**config.mk**
```make
export PLATFORM = sky130hd
export DESIGN_NAME = fifo_umbral
export DESIGN_NICKNAME = d
export VERILOG_FILES = /design/src/rtl/fifo_umbral_pkg.sv /design/src/rtl/memoria_fifo.sv /design/src/rtl/fifo_umbral.sv
export SDC_FILE = /design/constraint.sdc
export NUM_CORES = 1
export LEC_CHECK = 0
export CORE_UTILIZATION = 35
export CTS_CLUSTER_SIZE = 20
export DETAILED_ROUTE_END_ITERATION = 10
export GPL_ROUTABILITY_DRIVEN = 0
export PLACE_DENSITY = 0.66
export REMOVE_ABC_BUFFERS = 1
export SYNTH_ARGS = -nofsm -noshare
export SYNTH_HDL_FRONTEND = slang
export SYNTH_SLANG_ARGS = --single-unit
```
**constraint.sdc**
```tcl
create_clock -name clk -period 2.55 [get_ports clk]
set_input_delay 0.3825 -clock clk [delete_from_list [all_inputs] [get_ports clk]]
set_output_delay 0.3825 -clock clk [all_outputs]
set_load 0.02 [all_outputs]
```
**src/rtl/fifo_umbral_pkg.sv**
```systemverilog
// Flow-control constants shared by the transmission-layer state machine and
// every FIFO instance (main, VC0/VC1, D0/D1).
package fifo_umbral_pkg;

    localparam int FC_DATA_WIDTH = 10;
    localparam int FC_ADDR_WIDTH = 3;
    localparam int FC_DEPTH      = 2 ** FC_ADDR_WIDTH;
    localparam int FC_UMBRAL_W   = 4;

    // Operation accepted on one edge, encoded as {write, read}.
    typedef enum logic [1:0] {
        OP_IDLE  = 2'b00,
        OP_READ  = 2'b01,
        OP_WRITE = 2'b10,
        OP_BOTH  = 2'b11
    } fifo_op_e;

endpackage

```
**src/rtl/memoria_fifo.sv**
```systemverilog
// Simple dual-port RAM: synchronous write port, synchronous read port with
// read enable. The read register holds its value when no read is issued.
module memoria_fifo
    import fifo_umbral_pkg::*;
#(
    parameter int DATA_WIDTH = FC_DATA_WIDTH,
    parameter int ADDR_WIDTH = FC_ADDR_WIDTH
) (
    input  logic                  clk,
    input  logic                  rst_n,
    input  logic                  wr_en_i,
    input  logic [ADDR_WIDTH-1:0] wr_addr_i,
    input  logic [DATA_WIDTH-1:0] wr_data_i,
    input  logic                  rd_en_i,
    input  logic [ADDR_WIDTH-1:0] rd_addr_i,
    output logic [DATA_WIDTH-1:0] rd_data_o
);

    localparam int DEPTH = 2 ** ADDR_WIDTH;

    logic [DATA_WIDTH-1:0] mem_q [DEPTH];
    logic [DATA_WIDTH-1:0] rd_data_q;

    // Storage array: written on the rising edge, never cleared by reset.
    always_ff @(posedge clk) begin
        if (wr_en_i) begin
            mem_q[wr_addr_i] <= wr_data_i;
        end
    end

    // Read register: a same-address write in the same cycle returns the old word.
    always_ff @(posedge clk or negedge rst_n) begin
        if (!rst_n) begin
            rd_data_q <= '0;
        end else if (rd_en_i) begin
            rd_data_q <= mem_q[rd_addr_i];
        end
    end

    assign rd_data_o = rd_data_q;

endmodule

```
**src/rtl/fifo_umbral.sv**
```systemverilog
// Synchronous FIFO with programmable almost-full/almost-empty threshold and
// a sticky overflow/underflow error flag. Status outputs feed the
// flow-control state machine; the threshold comes back from it.
module fifo_umbral
    import fifo_umbral_pkg::*;
#(
    parameter int DATA_WIDTH = FC_DATA_WIDTH,
    parameter int ADDR_WIDTH = FC_ADDR_WIDTH,
    parameter int UMBRAL_W   = FC_UMBRAL_W
) (
    input  logic                  clk,
    input  logic                  reset,
    input  logic                  init,
    input  logic [UMBRAL_W-1:0]   umbral,
    input  logic                  wr_enable,
    input  logic [DATA_WIDTH-1:0] data_in,
    input  logic                  rd_enable,
    output logic [DATA_WIDTH-1:0] data_out,
    output logic                  valid_out,
    output logic [ADDR_WIDTH:0]   count,
    output logic                  empty,
    output logic                  full,
    output logic                  almost_empty,
    output logic                  almost_full,
    output logic                  error
);

    localparam int CW = ADDR_WIDTH + 1;
    localparam int MW = (UMBRAL_W > CW) ? UMBRAL_W : CW;
    localparam logic [CW-1:0] DEPTH_C = CW'(2 ** ADDR_WIDTH);
    localparam logic [MW-1:0] DEPTH_M = MW'(2 ** ADDR_WIDTH);

    logic [ADDR_WIDTH-1:0] wr_ptr_q, wr_ptr_d;
    logic [ADDR_WIDTH-1:0] rd_ptr_q, rd_ptr_d;
    logic [CW-1:0]         count_q, count_d;
    logic [CW-1:0]         umbral_q, umbral_d;
    logic                  error_q, error_d;
    logic                  valid_q, valid_d;

    logic                  empty_s, full_s;
    logic                  rd_acc_s, wr_acc_s;
    logic [MW-1:0]         umbral_ext_s;
    fifo_op_e              op_s;

    assign empty_s = (count_q == {CW{1'b0}});
    assign full_s  = (count_q == DEPTH_C);

    // Accept logic and next-state for pointers, occupancy, threshold and error.
    always_comb begin
        rd_acc_s     = rd_enable && !empty_s;
        wr_acc_s     = wr_enable && (!full_s || rd_acc_s);
        op_s         = fifo_op_e'({wr_acc_s, rd_acc_s});
        wr_ptr_d     = wr_ptr_q;
        rd_ptr_d     = rd_ptr_q;
        count_d      = count_q;
        valid_d      = rd_acc_s;
        umbral_ext_s = MW'(umbral);

        case (op_s)
            OP_WRITE: begin
                wr_ptr_d = wr_ptr_q + 1'b1;
                count_d  = count_q + 1'b1;
            end
            OP_READ: begin
                rd_ptr_d = rd_ptr_q + 1'b1;
                count_d  = count_q - 1'b1;
            end
            OP_BOTH: begin
                wr_ptr_d = wr_ptr_q + 1'b1;
                rd_ptr_d = rd_ptr_q + 1'b1;
            end
            default: begin
                count_d = count_q;
            end
        endcase

        // Dropped write (overflow) or rejected read (underflow) latches the error.
        error_d = error_q | (wr_enable && !wr_acc_s) | (rd_enable && empty_s);

        if (!init) begin
            umbral_d = umbral_q;
        end else if (umbral_ext_s > DEPTH_M) begin
            umbral_d = DEPTH_C;
        end else begin
            umbral_d = CW'(umbral);
        end
    end

    // Control state registers; memory contents survive reset.
    always_ff @(posedge clk or negedge reset) begin
        if (!reset) begin
            wr_ptr_q <= '0;
            rd_ptr_q <= '0;
            count_q  <= '0;
            umbral_q <= '0;
            error_q  <= 1'b0;
            valid_q  <= 1'b0;
        end else begin
            wr_ptr_q <= wr_ptr_d;
            rd_ptr_q <= rd_ptr_d;
            count_q  <= count_d;
            umbral_q <= umbral_d;
            error_q  <= error_d;
            valid_q  <= valid_d;
        end
    end

    memoria_fifo #(
        .DATA_WIDTH (DATA_WIDTH),
        .ADDR_WIDTH (ADDR_WIDTH)
    ) u_memoria_fifo (
        .clk       (clk),
        .rst_n     (reset),
        .wr_en_i   (wr_acc_s),
        .wr_addr_i (wr_ptr_q),
        .wr_data_i (data_in),
        .rd_en_i   (rd_acc_s),
        .rd_addr_i (rd_ptr_q),
        .rd_data_o (data_out)
    );

    assign valid_out    = valid_q;
    assign count        = count_q;
    assign empty        = empty_s;
    assign full         = full_s;
    assign almost_empty = (count_q <= umbral_q);
    assign almost_full  = (count_q >= (DEPTH_C - umbral_q));
    assign error        = error_q;

endmodule

```
==> impl_metrics.json, run 1 <==
{
  "min_period_ps": 2425,
  "fin_nets": 398,
  "antenna_found_initial": 0,
  "ys_ff_latch": 106,
  "grt_first_pass_wirelength_mm": 14.02,
  "synthFlopType": "edfxtp_1",
  "post-place-cells": 525,
  "path_clk_slew_ps": 70,
  "synth_most_common_cell": "edfxtp_1",
  "finalCritPeriodShare": 0.9511,
  "track_usage": 0.1449,
  "power_mw": 6.097,
  "hold_violations": 0,
  "drive_gt1_frac": 0.2022,
  "drv_cap": 0,
  "cts_tree": "built",
  "insertion_delay_ps": 350,
  "dp_hpwl_mm": 5.875,
  "synth_edf_count": 80,
  "drt_iter0_markers": 110,
  "final_max_slew_viol_count": 0,
  "vias": 2540,
  "hold_buffers": 0,
  "cp-start-kind": "register",
  "power_leakage_nw": 2.147,
  "vias_per_cell": 4.678,
  "worst-slew-pin-transition_ps": 579.6,
  "die_h_um": 115.9,
  "stdcell_area_um2": 5569,
  "clock-root-buffer": "clkbuf_16",
  "core_um2": 12620,
  "fmaxAchievable_mhz": 412.3,
  "ir_drop_uv": 353.6,
  "yosysUniqueCellTypes": 38,
  "drc": 0,
  "cts_buffers": 9,
  "synthTopCellsByCount": "edfxtp_1, dfrtp_1, nand2_1, mux2i_1, mux2_2",
  "grt.overflow.total": 0,
  "final_core_util": 0.4413,
  "rsz0062_at_grt": "false",
  "p_per_area_nw_per_um2": 1095,
  "finClkSkew_ps": 6.831,
  "crit_arrival_ps": 2660,
  "async_reset_ff_frac": 0.2453,
  "ant_nets": 0,
  "setup_viol": 0,
  "setup_tns_ps": 0,
  "io_buffers": 38,
  "dpl_cell_area_um2": 5268,
  "area_delta_synth_final_pct": 22.65,
  "ioPinCount": 39,
  "crit_type": "reg -> reg",
  "outcome": "finished, final reports clean",
  "dieArea_um2": 13430,
  "hold_class": "in -> async",
  "synth_area_um2": 4541,
  "routedWlPerCell_um": 16.20,
  "synth_area_leaders": "edfxtp_1, dfrtp_1, mux2i_1",
  "nFillCells": 1181,
  "synth_area_leader_cell": "edfxtp_1",
  "die_w_um": 115.9,
  "rows": 41,
  "crit_path_end_kind": "register",
  "yosys_warnings": 0,
  "avgSynthCellArea_um2": 15.19,
  "grt_pass1_vias": 2650,
  "relSlewSlack": 0.6136,
  "stdcell_count": 543,
  "drt_first_pass_iters": 4,
  "grt_max_degree": 27,
  "htreeDepth": 3,
  "cts_num_sinks": 106,
  "worstPathRequired_ps": 2780,
  "clockBufferDepth": 2,
  "path_max_fanout": 4,
  "synth_seq_area_share": 0.6724,
  "start_util": 0.3598,
  "drt_wl_total_mm": 8.799,
  "n_antenna_cell": 0,
  "synth_top_area_frac": 0.5291,
  "syn_inst": 299
}
## final timing paths
path | start | end | slack [ps] | depth (start not counted)
max | count[1] | count[3] | 120 | 10
min | reset | u_memoria_fifo.rd_data_o[6] | 410 | 2
max reg2reg | count[1] | count[3] | 120 | 10
min reg2reg | u_memoria_fifo.rd_data_o[9] | u_memoria_fifo.rd_data_o[9] | 480 | 2
max in group asynchronous | reset | rd_ptr_q[0] | 1830 | 2
min in group clk | u_memoria_fifo.rd_data_o[9] | u_memoria_fifo.rd_data_o[9] | 480 | 2
## stage by stage
| stage | worst slack [ps] | hold slack [ps] |
|---|---|---|
| after CTS | 3.518 | 425.1 |
| after floorplan | -397.4 | 86.91 |
| after detailed placement | 31.00 | 466.1 |
| after global placement | 128.8 | 462.1 |
| after global routing | 17.50 | 447.6 |
| final | 124.8 | 413.5 |
## worst max-delay path, cell delays in order, from the launching register on
cell and delay, ps:
dfrtp_1 400, or3_1 450, o21ai_4 160, inv_2 60, nand2b_1 100, inv_1 70, ha_1 260, a21o_1 160
a21oi_2 230, mux2i_1 120, a211o_1 300
## area by class of cell
class	count	area (um^2)	share of cell area
repair buffers	68	613.1	0.1101
clock inverters	5	45.04	0.008088
well taps	172	215.2	0.03864
inverters	10	37.54	0.006740
flip-flops and latches	106	3054	0.5484
multi-input cells	171	1361	0.2444
clock buffers	11	242.7	0.04359
## per-layer routing
metal,vias to the layer above,global-route usage,wire [um]
li1,1255,-,-
met1,1240,0.1704,3884
met2,33,0.2528,4504
met3,12,0.03452,266
met4,0,0.06239,145
met5,-,0,0
## logic make-up (layout without fill, tap and decap cells)
logic type	after synthesis	count (layout)	synth area share
xor gates and xnor gates	8	8	0.01543
AOI/OAI and AO/OA	49	49	0.08239
DFF	106	106	0.6724
muxes	45	45	0.1058
adders and majority gates	13	13	0.03748
and+or+nand+nor	56	56	0.05787
buffers and inverters	22	94	0.02865
## where the power goes
group          switching, mW  internal [mW]
Sequential             0.231           2.21
Combinational           1.19           1.14
Clock                  0.629          0.704
## placed cells by master (no fill, tap or decap), drive strengths merged
cell and n:
nor3b 1, a31oi 1, o22ai 11, o21ai 17, fa 1, nand3b 3
dlymetal6s2s 2, nor3 3, clkbuf 13, clkdlybuf4s50 34, inv 12, nand2b 7
a21oi 1, clkinvlp 1, nor2 10, nand3 1, nor2b 4, xnor2 6
clkinv 2, ha 12, buf 30, nand4 1, xor2 2, a221o 10
dfrtp 26, edfxtp 80, a21o 4, a211o 1, o21a 3, nand2 25
mux2 21, mux2i 24, o21bai 1, or3 1
## flip-flops by register name, indices dropped and copies added (netlist names)
register	flops
u_memoria_fifo.mem_q	80
umbral_q	4
wr_ptr_q	3
u_memoria_fifo.rd_data_o	10
error	1
count	4
valid_out	1
rd_ptr_q	3
## what timing repair did
action / CTS / global route
pin swaps: 0 / 0
setup endpoints to repair: 2 / 5
resized for setup: 4 / 7
buffers inserted: 0 / 2
No activity file was read; power rests on OpenSTA's default activity.
==> inputs of run 2 (changes only) <==
CAP_MARGIN = 20   (was default)
PLACE_DENSITY = default   (was 0.66)
PLACE_DENSITY_LB_ADDON = 0.25   (was default)
==> run 2 against run 1 <==
Effect of this change:
- routed wire length is 0.89% higher
- utilization is 0.40 points lower
- global-route usage is 0.091 points lower
- fmax is 2.5% lower
- critical path depth is 6 lower
- combinational power hardly changed
- first-iteration DRC count is 27% higher
- cell count is 1.7% lower
- via count is 0.31% higher
- largest power group unchanged
- highest routed layer unchanged
==> impl_metrics.json, run 2 (synthesis gave the netlist of run 1 again) <==
{
  "clock-root-buffer": "clkbuf_16",
  "cts_buffers": 9,
  "hold_slack_ps": 437.2,
  "antenna_found_initial": 0,
  "routedWlPerCell_um": 16.62,
  "crit_chain": "or3_1 -> buf_4 -> nor2_1 -> clkdlybuf4s50_1",
  "track_usage": 0.1440,
  "drive_gt1_frac": 0.1768,
  "clkPwrFrac": 0.226,
  "fmaxAchievable_mhz": 402.0,
  "crit_slowest_cell": "clkdlybuf4s50_1",
  "multiInputGateArea_um2": 1369,
  "fin_nets": 389,
  "worst-slew-pin-transition_ps": 547.1,
  "crit_end": "full",
  "path_clk_slew_ps": 70,
  "dp_hpwl_mm": 5.643,
  "nFillCells": 1181,
  "rr_worst_depth": 10,
  "ioPinCount": 39,
  "outcome": "finished, final reports clean",
  "n_antenna_cell": 0,
  "p_int_mw": 4.089,
  "hold_violations": 0,
  "grt_first_pass_wirelength_mm": 13.86,
  "swShare": 0.3310,
  "drt_wl_total_mm": 8.877,
  "pwr-share-seq": 0.391,
  "cts_tree": "built",
  "p_per_area_nw_per_um2": 1107,
  "grt_pass1_vias": 2552,
  "cts_setup_buffers": 0,
  "hold_class": "in -> async",
  "drv_cap": 0,
  "startpoint": "count[1]",
  "final_common_cell": "edfxtp_1",
  "cts_num_sinks": 106,
  "reg2reg_slack_ps": 150,
  "crit_arrival_ps": 2100,
  "core_um2": 12620,
  "rows": 41,
  "r2r_start": "count[1]",
  "power_leakage_nw": 2.080,
  "vias_per_cell": 4.772,
  "relSlewSlack": 0.6352,
  "drt_iter0_markers": 140,
  "die_w_um": 115.9,
  "start_util": 0.3598,
  "drc": 0,
  "insertion_delay_ps": 350,
  "cp-start-kind": "register",
  "final_cell_mix": "edfxtp_1, clkdlybuf4s50_1, nand2_1, dfrtp_1, mux2i_1",
  "min_period_ps": 2487,
  "grt.overflow.total": 0,
  "vias": 2548,
  "top_register": "u_memoria_fifo.mem_q",
  "comb_power_share": 0.383,
  "cp_slowest_stage_delay_ps": 610,
  "worstPathRequired_ps": 2170,
  "dieArea_um2": 13430,
  "setup_viol": 0,
  "crit_type": "reg -> out",
  "ant_nets": 0,
  "clockBufferDepth": 2,
  "io_buffers": 38,
  "drt_first_pass_iters": 7,
  "p_sw_mw": 2.023,
  "htreeDepth": 3,
  "finClkSkew_ps": 12.35,
  "seqCellArea_um2": 3054,
  "timing.rr.end": "count[3]",
  "finalCritPeriodShare": 0.9754,
  "crit_path_end_kind": "primary output",
  "power_mw": 6.112,
  "die_h_um": 115.9,
  "rsz0062_at_grt": "false",
  "largest_register_ffs": 80,
  "final_max_slew_viol_count": 0,
  "grt_max_degree": 43,
  "ir_drop_uv": 440.1,
  "area_delta_synth_final_pct": 21.55,
  "path_max_fanout": 9
}
## run 2: final cells by class
class,instances,area share
clock buffer,11,0.04217
clock inverter,5,0.01156
inverter,10,0.006801
multi-input combinational,171,0.2480
sequential,106,0.5534
tap,172,0.03899
timing repair buffer,59,0.09907
## run 2: worst min-delay path by stage
stage                           to
after floorplan           count[0]
after global placement       error
after detailed placement     error
after CTS                 count[0]
after global routing      count[2]
final                     count[0]
## run 2: per-stage QoR
step / setup slack (ps) / area (um^2) / instances / utilization / TNS, ps
2_1_floorplan: -397.4 / 4448 / 287 / - / -397.4
6_report: 62.72 / 5519 / 534 / 0.4373 / 0
3_5_place_dp: 26.52 / 5215 / 518 / 0.4132 / 0
3_3_place_gp: 105.0 / 5215 / 518 / 0.4132 / 0
5_1_grt: 3.232 / 5519 / 534 / 0.4373 / 0
4_1_cts: 13.00 / 5510 / 534 / 0.4366 / 0
## run 2: per-layer routing
layer	global-route usage	share of wire	vias up
li1	-	-	1239
met1	0.1843	0.46	1256
met2	0.2393	0.49	41
met3	0.03190	0.037	12
met4	0.05385	0.015	0
met5	0	0	-
## run 2: worst max-delay path, delay by kind of cell, from the launching register on
| kind | cells | cell delay [ps] |
|---|---|---|
| buf+inv | 2 | 820 |
| simple gates | 2 | 530 |
| flops | 1 | 410 |
## run 2: power by group through the flow
stage | Combinational (mW) | Sequential (mW) | Clock [mW]
2_1_floorplan | 1.21 | 2.66 | 0
3_3_place_gp | 2.35 | 2.41 | 0
3_5_place_dp | 2.38 | 2.43 | 0
4_1_cts | 2.37 | 2.39 | 1.43
5_1_grt | 2.57 | 2.43 | 1.48
6_report | 2.34 | 2.39 | 1.38
## run 2: timing repair
item	in CTS	in global routing
setup endpoints to repair	2	3
resized for setup	3	5
endpoints found under the hold margin	0	0
hold buffers	0	0
